File: config.mk
export PLATFORM = sky130hd
export DESIGN_NAME = rc5_dec_16bit
export DESIGN_NICKNAME = d
export VERILOG_FILES = /design/src/rtl/rc5_pkg.sv /design/src/rtl/rc5_dec_round.sv /design/src/rtl/rc5_dec_16bit.sv
export SDC_FILE = /design/constraint.sdc
export NUM_CORES = 1
export LEC_CHECK = 0
export CAP_MARGIN = 20
export CORE_MARGIN = 2
export CORE_UTILIZATION = 55
export DETAILED_ROUTE_END_ITERATION = 8
export PLACE_DENSITY_LB_ADDON = 0.3
export SYNTH_ARGS = -nofsm -noshare
export SYNTH_HDL_FRONTEND = slang
export SYNTH_SLANG_ARGS = --single-unit
File: constraint.sdc
create_clock -name clock -period 4.6 [get_ports clock]
set_clock_uncertainty 0.1 [all_clocks]
set_input_delay 1.38 -clock clock [delete_from_list [all_inputs] [get_ports clock]]
set_output_delay 1.38 -clock clock [all_outputs]
set_load 0.005 [all_outputs]
File: src/rtl/rc5_pkg.sv
// ---------------------------------------------------------------------------
// rc5_pkg -- definitions shared by rc5_enc_16bit and rc5_dec_16bit.
//
// Contents:
//   RC5_W, RC5_ROUNDS, RC5_T  word size, round count, key table length
//   RC5_IW                    index width for the key table
//   rc5_word_t                one 8-bit RC5 half-block
//   RC5_S                     expanded key table; the encryptor and the
//                             decryptor must both use this copy
//   rc5_dec_state_e           decryptor FSM encoding (visible on dbg_state)
//   rc5_rotr                  8-bit rotate right by a 3-bit amount
// ---------------------------------------------------------------------------
package rc5_pkg;

  localparam int RC5_W      = 8;
  localparam int RC5_ROUNDS = 12;
  localparam int RC5_T      = 2 * RC5_ROUNDS + 2;
  localparam int RC5_IW     = $clog2(RC5_T);

  typedef logic [RC5_W-1:0] rc5_word_t;

  // Expanded key table (S[k] = 0xB7 + k*0x9F mod 256).
  localparam rc5_word_t RC5_S [RC5_T] = '{
    8'hB7, 8'h56, 8'hF5, 8'h94, 8'h33, 8'hD2, 8'h71, 8'h10,
    8'hAF, 8'h4E, 8'hED, 8'h8C, 8'h2B, 8'hCA, 8'h69, 8'h08,
    8'hA7, 8'h46, 8'hE5, 8'h84, 8'h23, 8'hC2, 8'h61, 8'h00,
    8'h9F, 8'h3E
  };

  typedef enum logic [1:0] {
    ST_IDLE  = 2'd0,
    ST_ROUND = 2'd1,
    ST_FINAL = 2'd2
  } rc5_dec_state_e;

  // Rotating the doubled word right leaves the rotated byte in the low half;
  // an amount of 0 returns x unchanged.
  function automatic rc5_word_t rc5_rotr(rc5_word_t x, logic [2:0] n);
    logic [2*RC5_W-1:0] d;
    d = {x, x} >> n;
    return d[RC5_W-1:0];
  endfunction

endpackage

File: src/rtl/rc5_dec_round.sv
// ---------------------------------------------------------------------------
// rc5_dec_round -- one combinational inverse RC5 round.
//
// Ports:
//   a, b      in   current halves (A, B)
//   s_even    in   S[2i]
//   s_odd     in   S[2i+1]
//   a_n, b_n  out  halves after undoing round i
//
// B is recovered first because the A step rotates by the recovered B.
// ---------------------------------------------------------------------------
module rc5_dec_round
  import rc5_pkg::*;
(
  input  rc5_word_t a,
  input  rc5_word_t b,
  input  rc5_word_t s_even,
  input  rc5_word_t s_odd,
  output rc5_word_t a_n,
  output rc5_word_t b_n
);

  rc5_word_t b_sub;
  rc5_word_t a_sub;

  assign b_sub = b - s_odd;
  assign b_n   = rc5_rotr(b_sub, a[2:0]) ^ a;
  assign a_sub = a - s_even;
  assign a_n   = rc5_rotr(a_sub, b_n[2:0]) ^ b_n;

endmodule

File: src/rtl/rc5_dec_16bit.sv
// ---------------------------------------------------------------------------
// rc5_dec_16bit -- iterative RC5-8/ROUNDS block decryptor, 16-bit block.
//
// Ports:
//   clock      in   rising-edge system clock
//   reset      in   asynchronous active-low reset
//   dec_start  in   request, sampled only in IDLE
//   c[15:0]    in   ciphertext, c[7:0]=A, c[15:8]=B, captured on acceptance
//   p[15:0]    out  plaintext, registered, holds until the next result
//   dec_busy   out  high while a block is in flight (ROUND, FINAL)
//   dec_done   out  one-cycle pulse, p valid from this cycle on
//   dbg_state  out  current FSM state
//
// Handshake: a block is accepted on any rising edge where dec_start=1 and
// the FSM is in IDLE (dec_busy=0); c is captured on that edge only. Starts
// while busy are dropped. dec_done pulses for one cycle with the FSM already
// back in IDLE, so a held dec_start is accepted on the following edge.
//
// Build option RC5_DEC_UNROLL2_EN: two rounds per ROUND edge (needs even
// ROUNDS), latency ROUNDS/2+2 edges instead of ROUNDS+2.
// ---------------------------------------------------------------------------
module rc5_dec_16bit
  import rc5_pkg::*;
#(
  parameter int ROUNDS = RC5_ROUNDS
) (
  input  logic           clock,
  input  logic           reset,
  input  logic           dec_start,
  input  logic [15:0]    c,
  output logic [15:0]    p,
  output logic           dec_busy,
  output logic           dec_done,
  output rc5_dec_state_e dbg_state
);

  localparam int CW = $clog2(ROUNDS + 1);

  if (ROUNDS < 1 || ROUNDS > RC5_ROUNDS) begin : g_bad_rounds
    $error("rc5_dec_16bit: ROUNDS must be in 1..RC5_ROUNDS");
  end

  rc5_dec_state_e  state;
  rc5_dec_state_e  state_nx;
  rc5_word_t       a_q;
  rc5_word_t       b_q;
  logic [CW-1:0]   rnd_i;
  rc5_word_t       a_nx;
  rc5_word_t       b_nx;

  // Key indices for round i: 2i and 2i+1.
  logic [RC5_IW-1:0] k_hi_even;
  logic [RC5_IW-1:0] k_hi_odd;
  rc5_word_t         a_r1;
  rc5_word_t         b_r1;

  assign k_hi_even = RC5_IW'(rnd_i) << 1;
  assign k_hi_odd  = {k_hi_even[RC5_IW-1:1], 1'b1};

  rc5_dec_round u_round_hi (
    .a      (a_q),
    .b      (b_q),
    .s_even (RC5_S[k_hi_even]),
    .s_odd  (RC5_S[k_hi_odd]),
    .a_n    (a_r1),
    .b_n    (b_r1)
  );

`ifdef RC5_DEC_UNROLL2_EN
  localparam int STEP = 2;

  if ((ROUNDS % 2) != 0) begin : g_odd_rounds
    $error("rc5_dec_16bit: RC5_DEC_UNROLL2_EN needs an even ROUNDS");
  end

  // Second stage undoes round i-1 in the same cycle.
  logic [RC5_IW-1:0] k_lo_even;
  logic [RC5_IW-1:0] k_lo_odd;
  rc5_word_t         a_r2;
  rc5_word_t         b_r2;

  assign k_lo_even = k_hi_even - RC5_IW'(2);
  assign k_lo_odd  = {k_lo_even[RC5_IW-1:1], 1'b1};

  rc5_dec_round u_round_lo (
    .a      (a_r1),
    .b      (b_r1),
    .s_even (RC5_S[k_lo_even]),
    .s_odd  (RC5_S[k_lo_odd]),
    .a_n    (a_r2),
    .b_n    (b_r2)
  );

  assign a_nx = a_r2;
  assign b_nx = b_r2;
`else
  localparam int STEP = 1;

  assign a_nx = a_r1;
  assign b_nx = b_r1;
`endif

  // The counter drops by STEP per ROUND edge; the edge that sees i==STEP
  // applies the last rounds and moves on to FINAL.
  localparam logic [CW-1:0] I_STEP  = CW'(STEP);
  localparam logic [CW-1:0] I_START = CW'(ROUNDS);

  // State register.
  always_ff @(posedge clock or negedge reset) begin
    if (!reset) begin
      state <= ST_IDLE;
    end else begin
      state <= state_nx;
    end
  end

  // Next-state logic.
  always_comb begin
    state_nx = state;
    case (state)
      ST_IDLE:  if (dec_start)        state_nx = ST_ROUND;
      ST_ROUND: if (rnd_i == I_STEP)  state_nx = ST_FINAL;
      ST_FINAL:                       state_nx = ST_IDLE;
      default:                        state_nx = ST_IDLE;
    endcase
  end

  // Output logic.
  always_comb begin
    dec_busy = 1'b0;
    case (state)
      ST_ROUND, ST_FINAL: dec_busy = 1'b1;
      default:            dec_busy = 1'b0;
    endcase
  end

  assign dbg_state = state;

  // Datapath: half-block registers, round counter, result and done pulse.
  always_ff @(posedge clock or negedge reset) begin
    if (!reset) begin
      a_q      <= '0;
      b_q      <= '0;
      rnd_i    <= '0;
      p        <= '0;
      dec_done <= 1'b0;
    end else begin
      dec_done <= 1'b0;
      case (state)
        ST_IDLE: begin
          if (dec_start) begin
            a_q   <= c[7:0];
            b_q   <= c[15:8];
            rnd_i <= I_START;
          end
        end
        ST_ROUND: begin
          a_q   <= a_nx;
          b_q   <= b_nx;
          rnd_i <= rnd_i - I_STEP;
        end
        ST_FINAL: begin
          // Undo the pre-whitening with S[0], S[1].
          p        <= {b_q - RC5_S[1], a_q - RC5_S[0]};
          dec_done <= 1'b1;
        end
        default: ;
      endcase
    end
  end

endmodule

== After elaboration in Yosys (flattened, before gate mapping) ==
Memory sizes are Yosys's and may differ from the RTL's.
Index checks and enable logic that the tools add are counted.
Operators by class
  reduce and logical (&&, ||, !) cells: 5
  order comparisons: 2
  eq/ne operators: 5
  multiplexer cells: 15
  shift-type cells: 2
  add/sub/neg operators: 5
  bitwise gates (word level): 4
Operators with widths (number)
  $mux 8: 6
  $pmux 8 s2: 2
  $shr 16x3->8: 2
  $sub 8x8->8: 2
  $xor 8x8->8: 2
  $ge 6x6->1 const B: 2
  $not 5->6: 2
  $pmux 4 s2: 1
  $sub 8x7->8 const B: 1
  $sub 8x8->8 const B: 1
  $eq 4x1->1 const B: 1
  $mux 2: 2
  $mux 4: 1
  $ne 2x2->1 const B: 2
  $pmux 2 s2: 1
  $reduce_and 2->1: 2
  $sub 4x1->4 const B: 1
  $eq 2x1->1 const B: 1
  $eq 2x2->1 const B: 1
  $logic_not 2->1: 1
  $mux 1: 2
  $reduce_bool 2->1: 1
  $reduce_or 2->1: 1
Word-level totals
  register bits after elaboration: 39
  memories kept: 2
  input port bits: 19
  ROM bits: 512
Memory list
  (no name shown): depth 32, bits a word 8, read ports 1, clocked after memory_dff 0, write ports 0, line rc5_dec_16bit.sv:64  | .s_odd (RC5_S[k_hi_odd]),
  (no name shown): depth 32, bits a word 8, read ports 1, clocked after memory_dff 0, write ports 0, line rc5_dec_16bit.sv:63  | .s_even (RC5_S[k_hi_even]),

== Longest topological paths before layout ==
Gate-level depths: netlist (run 1).
  depth in word-level cells: 10
  gate-level depth with buffers: 17
  gate-level depth less buffers: 16

== By module ==
From an unflattened synthesis (run 1), not the netlist that was laid out.
Second synthesis, totals
  cells, all modules: 489
  area, all modules: 4080.2 sq um
Modules (own cells, without submodules)
  rc5_dec_round: area an instance 2109.5 sq um, cells each 299, times used 1, sequential area each 0.0 sq um
  rc5_dec_16bit: area an instance 1970.6 sq um, cells each 190, times used 1, sequential area each 975.9 sq um

== Least setup slack after synthesis (run 1) ==
No wires, ideal clock.
  kind: register to register
  start point: register rnd_i[0]
  end point: register a_q[7]
  clock period less this slack: 3.690 ns
  stages on the path, launching flop included: 17
  library setup time: 0.129 ns
  path slack: 0.910 ns
  data arrival time: 3.461 ns
  data required time: 4.371 ns
  path through: dfrtp_1 inv_1 ha_1 nor2_1 nand2_1 ha_1 fa_1 nor2b_4 o31ai_2 a21oi_4 mux2i_4 nand2_2 a2111oi_4 o211ai_2 o211a_2 a2111oi_2 nor2_1
Between the ends
  word-level cells in the longest chain between the ends: 10
  elaborated cells on any way between the ends: 15
  classes of those cells: add/sub (2); shift (2); mux (5); bitwise (4); memory (2)
RTL lines
  from (decl): line rc5_dec_16bit.sv:47  | logic [CW-1:0] rnd_i;
  from (signal assigned): line rc5_dec_16bit.sv:160  | rnd_i <= rnd_i - I_STEP;
  $not 5->6 (not written as such): line rc5_dec_16bit.sv:64
  $mem_v2 32x8
  $mux 8 (not written as such) (2 in a row): line rc5_dec_16bit.sv:64
  $sub 8x8->8: line rc5_dec_round.sv:26  | assign b_sub = b - s_odd;
  $shr 16x3->8: line rc5_pkg.sv:40  | d = {x, x} >> n;
  $xor 8x8->8: line rc5_dec_round.sv:27  | assign b_n = rc5_rotr(b_sub, a[2:0]) ^ a;
  $shr 16x3->8: line rc5_pkg.sv:40
  $xor 8x8->8 (*): line rc5_dec_round.sv:29  | assign a_n = rc5_rotr(a_sub, b_n[2:0]) ^ b_n;
  $pmux 8 s2 (*): line rc5_dec_16bit.sv:149  | case (state)
  to (signal assigned): line rc5_dec_16bit.sv:152  | a_q <= c[7:0];
  to (signal assigned): line rc5_dec_16bit.sv:158  | a_q <= a_nx;
  to (decl): line rc5_dec_16bit.sv:45  | rc5_word_t a_q;
Mark *: on every way between the ends. The rest lies on a longest branch, timed or not. The select of a mux whose other input is x is not followed.
A chain may end at the register's enable or synchronous reset.

== Worst setup path in the final report (run 1) ==
  start point: register rnd_i[0]
  end point: register a_q[6]
The elaborated chain is that of the path after synthesis.

==> impl_metrics.py, run 1 <==
metrics = {
    "global_route": {
        "grt_pass1_wl_um": 16300,
        "grt_pass1_vias": 3140,
        "grt_max_degree": 40,
        "antenna_found_initial": 0,
        "grtUsageTotal_pct": 28.1,
        "overflow": 0,
    },
    "final_layout": {
        "final_layout_size_suffix_gt1_share_pct": 14.6,
        "regArea_um2": 976,
        "multi_input_area_um2": 2590,
        "fill_cells": 583,
        "area_growth_pct": 15.0,
        "nets": 481,
        "antenna_cells": 0,
    },
    "floorplan": {
        "die_h_um": 86.4,
        "dieArea_um2": 7470,
        "initial_utilization_pct": 55.9,
        "dieWidth_um": 86.4,
        "row_count": 30,
        "core_um2": 6680,
        "ioPinCount": 39,
    },
    "sta": {
        "rsz0062_at_grt": "no",
        "max_freq_ghz": 0.232,
        "slew_headroom_pct": 38.5,
        "period_needed_ns": 4.31,
        "slew_viol_final": 0,
        "period_share_pct": 93.6,
        "final-setup-viol-count": 0,
        "finalHoldViolations": 0,
        "worstMarginPinSlew_ns": 0.923,
        "setup_tns_ns": 0,
    },
    "run_status": {
        "status": "complete, no violations",
    },
    "place": {
        "port_buffers": 38,
        "gp_congestion": 0.972,
        "place_hpwl_um": 7790,
    },
    "yosys": {
        "synth_common_cells": "39 x dfrtp_1, 38 x nor2_1, 24 x mux2i_1, 24 x nand2_1",
        "synth.area.top_cells": "dfrtp_1 26%, ha_1 7.7%, mux2i_1 6.4%",
        "ys_warn_count": 0,
        "async_flop_share_pct": 100,
        "synthMuxAreaShare_pct": 13.2,
        "synth.avg_cell_area_um2": 9.25,
        "syn_inst": 404,
        "synthesis.nets": 448,
        "synth-edff-count": 0,
        "synth_top_family_by_area": "compound AO/OA/AOI/OAI gates",
        "synth_flop_cell": "dfrtp_1",
        "synth-xor-area-share_pct": 8.17,
        "synth_cell_types": 78,
        "synth_top_cell_by_area": "dfrtp_1",
        "synth_top_area_share_pct": 26.1,
        "post-synth-top-count-cell": "dfrtp_1",
        "synth_compound_area_share_pct": 24.9,
        "yosys.area_share.simple_pct": 14.1,
        "syn_area_um2": 3740,
        "synth-seq-cells": 39,
        "synth_adder_area_share_pct": 8.77,
        "ys_seq_area_share_pct": 26.1,
    },
    "setup_path": {
        "end_kind": "flip-flop",
        "cp_max_fo": 6,
        "crit_type": "reg2reg",
        "cp_data_required_time_ns": 4.70,
        "arrival_ns": 4.41,
        "start_kind": "flip-flop",
    },
    "clock_network": {
        "htreeDepth": 2,
        "clk_path_buf_depth": 2,
        "clk_transition_reported_paths_ns": 0.09,
        "post_cts_resized": 0,
        "cts_made_buffers": 5,
        "clock_latency_ns": 0.31,
        "hold_buffers": 0,
        "post_cts_buffers": 0,
        "cts_tree": "done",
        "root_buffer": "clkbuf_8",
        "clock-sinks": 39,
    },
    "flow_run": {
        "cap_violations": 0,
    },
    "route": {
        "drcViolationCount": 0,
        "viasPerCell": 6.41,
        "drtIter0Drc": 282,
        "drt-wirelength-per-cell_um": 19.4,
        "dr.pass1.iters": 9,
        "drt-total-wl_um": 10100,
        "vias": 3322,
        "postRouteAntennaNets": 0,
    },
    "hold_path": {
        "hold_path_class": "reg2reg",
    },
}
## critical path: stages, from the launching register on
cell      delay (ns)
dfrtp_1         0.43
inv_1           0.11
ha_1            0.22
nor2_1          0.10
nand2_1         0.07
ha_1            0.21
fa_1            0.45
xor2_1          0.23
mux2i_1         0.25
o22ai_1         0.14
nor4_1          0.49
a41oi_4         0.11
xnor2_1         0.41
o22ai_1         0.15
a211oi_2        0.43
mux2i_1         0.24
nor2_1          0.07
## state kept, by name, summed over array words and instances (netlist names)
| signal | cells |
|---|---|
| dbg_state | 2 |
| rnd_i | 4 |
| p | 16 |
| a_q | 8 |
| dec_done | 1 |
| b_q | 8 |
## layout by cell type (no fill, tap or decap), types with 4 or more instances in the layout
master / count
o21ai_0: 18
clkdlybuf4s50_1: 37
inv_1: 20
nand2b_1: 5
clkbuf_8: 6
nand2_1: 24
ha_1: 23
mux2_2: 15
xnor2_1: 21
a21oi_1: 23
o31ai_1: 4
and2_1: 6
nand3_1: 7
xor2_1: 12
dfrtp_1: 39
buf_4: 7
o22ai_1: 17
a22oi_1: 4
a21o_1: 5
nor2_1: 38
o21a_1: 5
nor2b_1: 4
mux2i_1: 24
## through the flow
stage               utilization (%)  hold WS (ns)  area (um2)  cells  setup WS [ns]
floorplan                         -         0.405        3740    404          0.910
global placement               62.3         0.389        4170    510          0.527
detailed placement             62.3         0.395        4170    510          0.276
CTS                            64.2         0.414        4290    518          0.264
global route                   64.3         0.426        4300    518         0.0468
finish                         64.3         0.409        4300    518          0.293
## per-layer routing
metal	global-route usage (%)	vias to the layer above	wire, um
li1	-	1549	-
met1	40.0	1581	4350
met2	42.0	164	4640
met3	5.05	28	748
met4	12.4	0	335
met5	0	-	0
## final timing paths
path,start,to,slack (ns),cells after the start
setup reg to reg,rnd_i[0],a_q[6],0.29,16
hold / removal,p[8],p[8],0.41,1
max in group asynchronous,reset,a_q[1],2.71,1
hold reg to reg,p[8],p[8],0.41,1
min in group asynchronous,reset,p[12],1.10,1
setup / recovery,rnd_i[0],a_q[6],0.29,16
## cell type report
cell class / instances / area share (%)
multi-input cells: 325 / 60.3
flip-flops and latches: 39 / 22.7
repair buffers: 45 / 9.96
well taps: 80 / 2.33
clock buffers: 6 / 1.92
inverters: 21 / 1.83
clock inverters: 2 / 0.902
## kinds of logic (layout without fill, tap and decap cells)
| kind of cell | after synthesis | after routing |
|---|---|---|
| fa+ha+maj | 25 | 25 |
| compound gates | 117 | 117 |
| xor+xnor | 34 | 34 |
| buf+inv | 40 | 74 |
| simple gates | 106 | 106 |
| mux | 43 | 43 |
| flops | 39 | 39 |
Power of run 1 is left out: the tool's default activity adds up to more than one toggle a clock period on the data nets, which glitch-free logic cannot reach.
==> run 2: changes to the inputs <==
Settings changed: GPL_ROUTABILITY_DRIVEN set to 0.
==> impl_metrics.py, run 2 (synthesis gave the netlist of run 1 again) <==
metrics = {
    "route": {
        "drt-wirelength-per-cell_um": 19.7,
        "postRouteAntennaNets": 0,
        "vias": 3302,
        "viasPerCell": 6.39,
        "drcViolationCount": 0,
        "drtIter0Drc": 311,
        "dr.pass1.iters": 5,
        "drt-total-wl_um": 10200,
    },
    "sta": {
        "period_share_pct": 91.9,
        "period_needed_ns": 4.23,
        "rsz0062_at_grt": "no",
        "final-setup-viol-count": 0,
        "worstMarginPinSlew_ns": 0.930,
        "slew_headroom_pct": 38.0,
        "slew_viol_final": 0,
        "setup_tns_ns": 0,
        "max_freq_ghz": 0.236,
        "finalHoldViolations": 0,
    },
    "final_layout": {
        "regArea_um2": 976,
        "antenna_cells": 0,
        "fill_cells": 573,
        "final_layout_size_suffix_gt1_share_pct": 14.2,
        "area_growth_pct": 13.9,
        "finish.instance_area_um2": 4250,
        "largest_register_ffs": 16,
        "layout_common_cells": "39 x dfrtp_1, 38 x nor2_1, 37 x clkdlybuf4s50_1",
        "multi_input_area_um2": 2590,
        "reg.largest.list": "p x16, a_q x8, b_q x8",
        "final_common_cell": "dfrtp_1",
        "nets": 480,
        "regMostFlops": "p",
    },
    "place": {
        "place_hpwl_um": 7790,
        "placed_area_um2": 4160,
        "port_buffers": 38,
    },
    "setup_path": {
        "rr_startpoint": "rnd_i[0]",
        "cp_max_fo": 6,
        "cp_data_required_time_ns": 4.65,
        "start_kind": "flip-flop",
        "arrival_ns": 4.28,
        "startpoint": "rnd_i[0]",
        "crit_type": "reg2reg",
        "end_kind": "flip-flop",
    },
    "floorplan": {
        "die_h_um": 86.4,
        "core_um2": 6680,
        "ioPinCount": 39,
        "dieArea_um2": 7470,
        "row_count": 30,
        "dieWidth_um": 86.4,
        "initial_utilization_pct": 55.9,
    },
    "global_route": {
        "grt_pass1_vias": 3274,
        "grt_max_degree": 40,
        "grtUsageTotal_pct": 28.9,
        "antenna_found_initial": 0,
        "overflow": 0,
        "grt_pass1_wl_um": 17000,
    },
    "clock_network": {
        "clock-sinks": 39,
        "root_buffer": "clkbuf_8",
        "clk_path_buf_depth": 2,
        "clock_latency_ns": 0.30,
        "clk_transition_reported_paths_ns": 0.08,
        "post_cts_buffers": 0,
        "htreeDepth": 2,
        "cts_tree": "done",
        "hold_buffers": 0,
        "cts_made_buffers": 5,
        "post_cts_resized": 0,
    },
    "run_status": {
        "status": "complete, no violations",
    },
    "flow_run": {
        "cap_violations": 0,
    },
    "hold_path": {
        "min-delay-start": "p[9]",
        "hold_path_class": "reg2reg",
    },
}
run 2: path summary, 6_finish.rpt:
kind,slack [ns],cells past startpoint,endpoint
worst min register to register,0.41,1,p[9]
worst max register to register,0.37,16,a_q[2]
worst max-delay path,0.37,16,a_q[2]
worst min-delay path,0.41,1,p[9]
min in group asynchronous,1.11,1,a_q[1]
max in group asynchronous,2.71,1,a_q[5]
run 2: per-stage QoR:
| step | setup WS, ns | hold WS (ns) | util (%) | instances |
|---|---|---|---|---|
| floorplan | 0.910 | 0.405 | - | 404 |
| global placement | 0.505 | 0.389 | 62.2 | 509 |
| detailed placement | 0.404 | 0.395 | 62.2 | 509 |
| CTS | 0.376 | 0.414 | 63.5 | 517 |
| global route | 0.0536 | 0.427 | 63.7 | 517 |
| finish | 0.370 | 0.411 | 63.7 | 517 |
run 2: final cells by class:
| type | count | area share [%] |
|---|---|---|
| multi-input cells | 325 | 61.0 |
| flip-flops and latches | 39 | 22.9 |
| repair buffers | 44 | 9.88 |
| well taps | 80 | 2.35 |
| inverters | 21 | 1.85 |
| clock buffers | 6 | 1.71 |
| clock inverters | 2 | 0.294 |
run 2: layer usage:
layer	GRT usage (%)	vias up	part of all wire [%]
met1	40.4	1574	42
met3	4.76	26	8.6
met4	9.66	0	2.8
met2	45.5	161	46
li1	-	1541	-
met5	0	-	0
run 2: worst max-delay path, stage by stage, from the launching register on:
cell	delay, ns
dfrtp_1	0.43
inv_1	0.10
ha_1	0.21
nor2_1	0.10
nand2_1	0.06
ha_1	0.20
fa_1	0.45
xor2_1	0.23
mux2i_1	0.23
o22ai_1	0.14
nor4_1	0.46
a41oi_4	0.11
xnor2_1	0.42
o22ai_1	0.15
a211oi_2	0.42
or3_1	0.20
a22oi_2	0.07
Power of run 2 is left out for the same reason.
==> variant 1 (config.mk and constraints of run 1) <==
Put one more register stage on the output `dbg_state`, without a reset. The value now appears one clock later. The other outputs are not delayed to match.
--- a/src/rtl/rc5_dec_16bit.sv
+++ b/src/rtl/rc5_dec_16bit.sv
@@ -135,5 +135,7 @@
   end
 
-  assign dbg_state = state;
+  always_ff @(posedge clock) begin
+    dbg_state <= state;
+  end
 
   // Datapath: half-block registers, round counter, result and done pulse.
Function: changed (Yosys sat finds a counterexample within 4 cycles, from zero or initial values and one cycle with reset low).
==> variant 1 against run 1 <==
Hold slack lost 0.075 ns. Setup slack gained 0.15 ns. Design area grew 4.6%. Sequential cell count grew 2. Routed wire length grew 10%. Synthesized area grew 7.5%. Critical path type unchanged.
Power is not shown: default switching activity piles up to over one toggle a cycle in this logic, so the estimate is an artifact.
==> variant 1: results (changes against run 1) <==
- DR vias/cell: 6.35 (was 6.41)
- Placement Cell Area: 4360 µm² (was 4170 µm²)
- Multi-input gates: 364 (was 325)
- WL/cell: 19.2 µm (was 19.4 µm)
- Post-CTS Setup Bufs: 0 (unchanged)
- DP HPWL: 8.55 mm (was 7.79 mm)
- Final instance area: 4500 µm² (was 4300 µm²)
- Relative slew slack: 0.344 (was 0.385)
- First-pass GRT wire length: 17.4 mm (was 16.3 mm)
- Footprint of the multi-input gates: 2720 µm² (was 2590 µm²)
- CP Max Fanout: 9 (was 6)
- Largest buffer count on any clock path: 2 (unchanged)
- Non-CTS inverters: 22 (was 21)
- Synth unique cells: 83 (was 78)
- Clock-cell share of area: 0.0306 (was 0.0282)
- Seq/total area: 0.226 (was 0.227)
- Detailed Routing Iterations Pass 1: 5 (was 9)
- CP top delay family: compound AO/OA/AOI/OAI gates (was adder cells)
- DR iter-0 viols: 345 (was 282)
- H-tree depth: 2 (unchanged)
- Total track usage: 0.287 (was 0.281)
- Placement-stage worst setup slack: 0.505 ns (was 0.276 ns)
- Post-synth top flop: dfrtp_1 (unchanged)
- Layout clock buffer count: 5 (was 6)
- Nets: 521 (was 481)
- Top cells by count, synth: dfrtp_1, nor2_1, a21oi_1 (was dfrtp_1, nor2_1, mux2i_1, nand2_1)
- Average instance area after synthesis: 8.87 µm² (was 9.25 µm²)
- Mapped Area: 4020 µm² (was 3740 µm²)
- Placer Congestion: 0.969 (was 0.972)
- Signal buffers: 43 (was 45)
- Post-Syn Nets: 497 (was 448)
- CP max-delay cell: xnor2_2 (was nor4_1)
- CTS resizes: 0 (unchanged)
- Largest stage delay on the critical path: 0.46 ns (was 0.49 ns)
- Outcome: completed (unchanged)
- Main area contributors after synthesis: dfrtp_1, ha_1, xnor2_1, a21oi_1, mux2_2 (was dfrtp_1, ha_1, mux2i_1, xnor2_1, mux2_2)
- FILL cells: 642 (was 583)
- Synth warn: 0 (unchanged)
- Vias in the first global route: 3,405 (was 3,140)
- Antenna Cells: 0 (unchanged)
- Clock latency on the worst-skew pair: 0.30 ns
- Cells after DPL: 569 (was 510)
- CP arrival: 4.23 ns (was 4.41 ns)
- Buffering overhead: 0.0918 (was 0.0996)
- Sequential element share of the synthesized area: 0.253 (was 0.261)
- Layout cells sized above 1: 0.138 (was 0.146)
- CTS Sinks: 41 (was 39)
- Final std cells w/o fill: 577 (was 518)
- Async set or reset register ratio after synthesis: 0.951 (was 1.00)
- Hold Crit Depth: 0 (was 1)
variant 1: cell count changes after synthesis, sizes merged, moves of 6 or more:
cell           run 1  this run
a211oi             3         9
nand3              8        21
o21ai             20        28
a21oi             24        41
mux2i             25         6
variant 1: cells by family after synthesis:
family	count (synthesis)	share of synthesized area
fa+ha+maj	25	0.0816
mux	24	0.0779
simple gates	124	0.158
flops	41	0.253
xor+xnor	35	0.0828
buf+inv	48	0.0691
compound gates	156	0.278
variant 1: worst paths after layout:
path                                from           end  slack [ns]
max in group asynchronous          reset      rnd_i[0]        2.75
worst min-delay path            state[0]  dbg_state[0]        0.33
worst max-delay path            rnd_i[0]        a_q[5]        0.44
worst max register to register  rnd_i[0]        a_q[5]        0.44
worst min register to register  state[0]  dbg_state[0]        0.33
min in group asynchronous          reset          p[3]        1.09
variant 1: metal layers:
metal	share of wire	global-route usage
met5	0	0
met4	0.028	0.0936
met3	0.059	0.0332
met2	0.48	0.470
met1	0.43	0.395
==> variant 2 (config.mk and constraints of run 1) <==
Without the edit above. Add a define of `RC5_DEC_UNROLL2_EN`.
--- a/src/rtl/rc5_dec_16bit.sv
+++ b/src/rtl/rc5_dec_16bit.sv
@@ -20,4 +20,6 @@
 // ROUNDS), latency ROUNDS/2+2 edges instead of ROUNDS+2.
 // ---------------------------------------------------------------------------
+`define RC5_DEC_UNROLL2_EN
+
 module rc5_dec_16bit
   import rc5_pkg::*;
Function: changed (Yosys sat finds a counterexample within 10 cycles, from zero or initial values and one cycle with reset low).
==> variant 2 against run 1 <==
The flow now finishes with violations (negative setup slack). Critical path depth grew 11. Synthesized area increased by 51%. Die area up 48%. Critical path type unchanged. Sequential cell count down 1. Via count up 120%. Setup slack worse by 2.0 ns. Sequential share of layout area decreased by 12 points. Design area up 100%. Routed wire length increased to 2.5 times the old value.
Power is left out: the tool's default activity adds up to more than one toggle a clock period on the data nets, which glitch-free logic cannot reach.
==> variant 2: results (changes against run 1) <==
- Hold path endpoint: p[11] (was p[8])
- Vias in the first global route: 6,820 (was 3,140)
- R2R cell count: 27 (was 16)
- DR iter-0 viols: 869 (was 282)
- Failing checks: negative setup slack
- DP HPWL: 16.4 mm (was 7.79 mm)
- Largest net degree at the start of global routing: 39 (was 40)
- Nets: 983 (was 481)
- Detailed Routing Iterations Pass 1: 8 (was 9)
- Layout cells sized above 1: 0.458 (was 0.146)
- Worst r2r src: rnd_i[1] (was rnd_i[0])
- CP Max Fanout: 7 (was 6)
- Final setup vio count: 16 (was 0)
- First-pass GRT wire length: 35.3 mm (was 16.3 mm)
- Top cells by count, synth: a21oi_1, nor2_1, nand2_1 (was dfrtp_1, nor2_1, mux2i_1, nand2_1)
- Worst setup margin: -1.67 ns (was 0.293 ns)
- Synth unique cells: 109 (was 78)
- Drt total wl: 25.2 mm (was 10.1 mm)
- Crit Reg-Reg Endpoint: a_q[7] (was a_q[6])
- Outcome: finished, violations left (was completed)
- Total number of vias: 7,209 (was 3,322)
- FILL cells: 468 (was 583)
- Placer Congestion: 0.976 (was 0.972)
- Min-delay src: p[11] (was p[8])
- Relative slew slack: 0.399 (was 0.385)
-- variant 2: changes by cell type after synthesis, sizes merged, moves of 8 or more --
cell / change
nor3: +20
and3: +8
xor2: +13
ha: +14
o21ai: +12
nand2: +18
nand3: +15
a211oi: +10
mux2i: +9
mux2: +10
clkbuf: +8
a21oi: +28
-- variant 2: timing repair --
action | in CTS | in global routing
endpoints found under the setup margin | 16 | 16
endpoints found under the hold margin | 0 | 0
setup buffers | 14 | 5
cloned | 0 | 0
pin swaps | 21 | 29
gates resized for setup | 52 | 53
-- variant 2: how the worst max path moves through the flow --
| stage | slack, ns | end | cells past startpoint | from |
|---|---|---|---|---|
| CTS | -1.42 | a_q[7] | 25 | rnd_i[1] |
| global route | -1.72 | a_q[7] | 27 | rnd_i[1] |
| floorplan | -1.36 | a_q[7] | 28 | rnd_i[2] |
| global placement | -1.35 | a_q[7] | 25 | rnd_i[1] |
| detailed placement | -1.63 | a_q[6] | 27 | rnd_i[1] |
| finish | -1.67 | a_q[7] | 27 | rnd_i[1] |
-- variant 2: through the flow --
| step | hold slack, ns | setup slack, ns | cells | setup TNS, ns | cell area, µm² |
|---|---|---|---|---|---|
| global placement | 0.364 | -1.35 | 1033 | -16.22 | 7870 |
| CTS | 0.416 | -1.42 | 1053 | -17.51 | 8340 |
| detailed placement | 0.400 | -1.63 | 1033 | -21.43 | 7870 |
| finish | 0.411 | -1.67 | 1058 | -21.28 | 8660 |
| floorplan | 0.377 | -1.36 | 666 | -10.27 | 5780 |
| global route | 0.426 | -1.72 | 1058 | -21.82 | 8660 |
-- variant 2: layout make-up --
class,count,share of cell area
inverter,28,0.0133
clock inverter,2,0.00145
clock buffer,6,0.00954
tap,133,0.0192
multi-input combinational,569,0.588
timing repair buffer,282,0.259
sequential,38,0.110
-- variant 2: cells by family after synthesis --
logic type / share of synthesized area
compound gates: 0.277
mux: 0.134
flops: 0.169
xor+xnor: 0.0923
buf+inv: 0.0483
simple gates: 0.181
fa+ha+maj: 0.0982
other cells: 0.00133
-- variant 2: layer usage --
metal,wire length (µm),share of wire,track usage
met5,0,0,0
met4,2070,0.082,0.207
met1,8940,0.35,0.475
met3,2310,0.092,0.0618
met2,11900,0.47,0.696
-- variant 2: critical path, stage by stage (launching register included) --
cell and delay [ns]:
dfrtp_1 0.45, ha_4 0.20, mux2i_4 0.24, inv_2 0.13
ha_4 0.30, and3b_2 0.28, or2_1 0.19, buf_4 0.14
nand3_1 0.16, buf_4 0.20, a31oi_4 0.23, o32ai_4 0.16
and2_1 0.17, a32o_2 0.27, or2_4 0.28, inv_8 0.06
ha_4 0.19, nand2_4 0.07, nor3_2 0.04, mux2_4 0.29
a2111oi_4 0.44, a211oi_2 0.15, or4_4 0.45, a22oi_2 0.20
nor2_2 0.07, mux4_2 0.46, xor2_1 0.14, a21oi_1 0.08
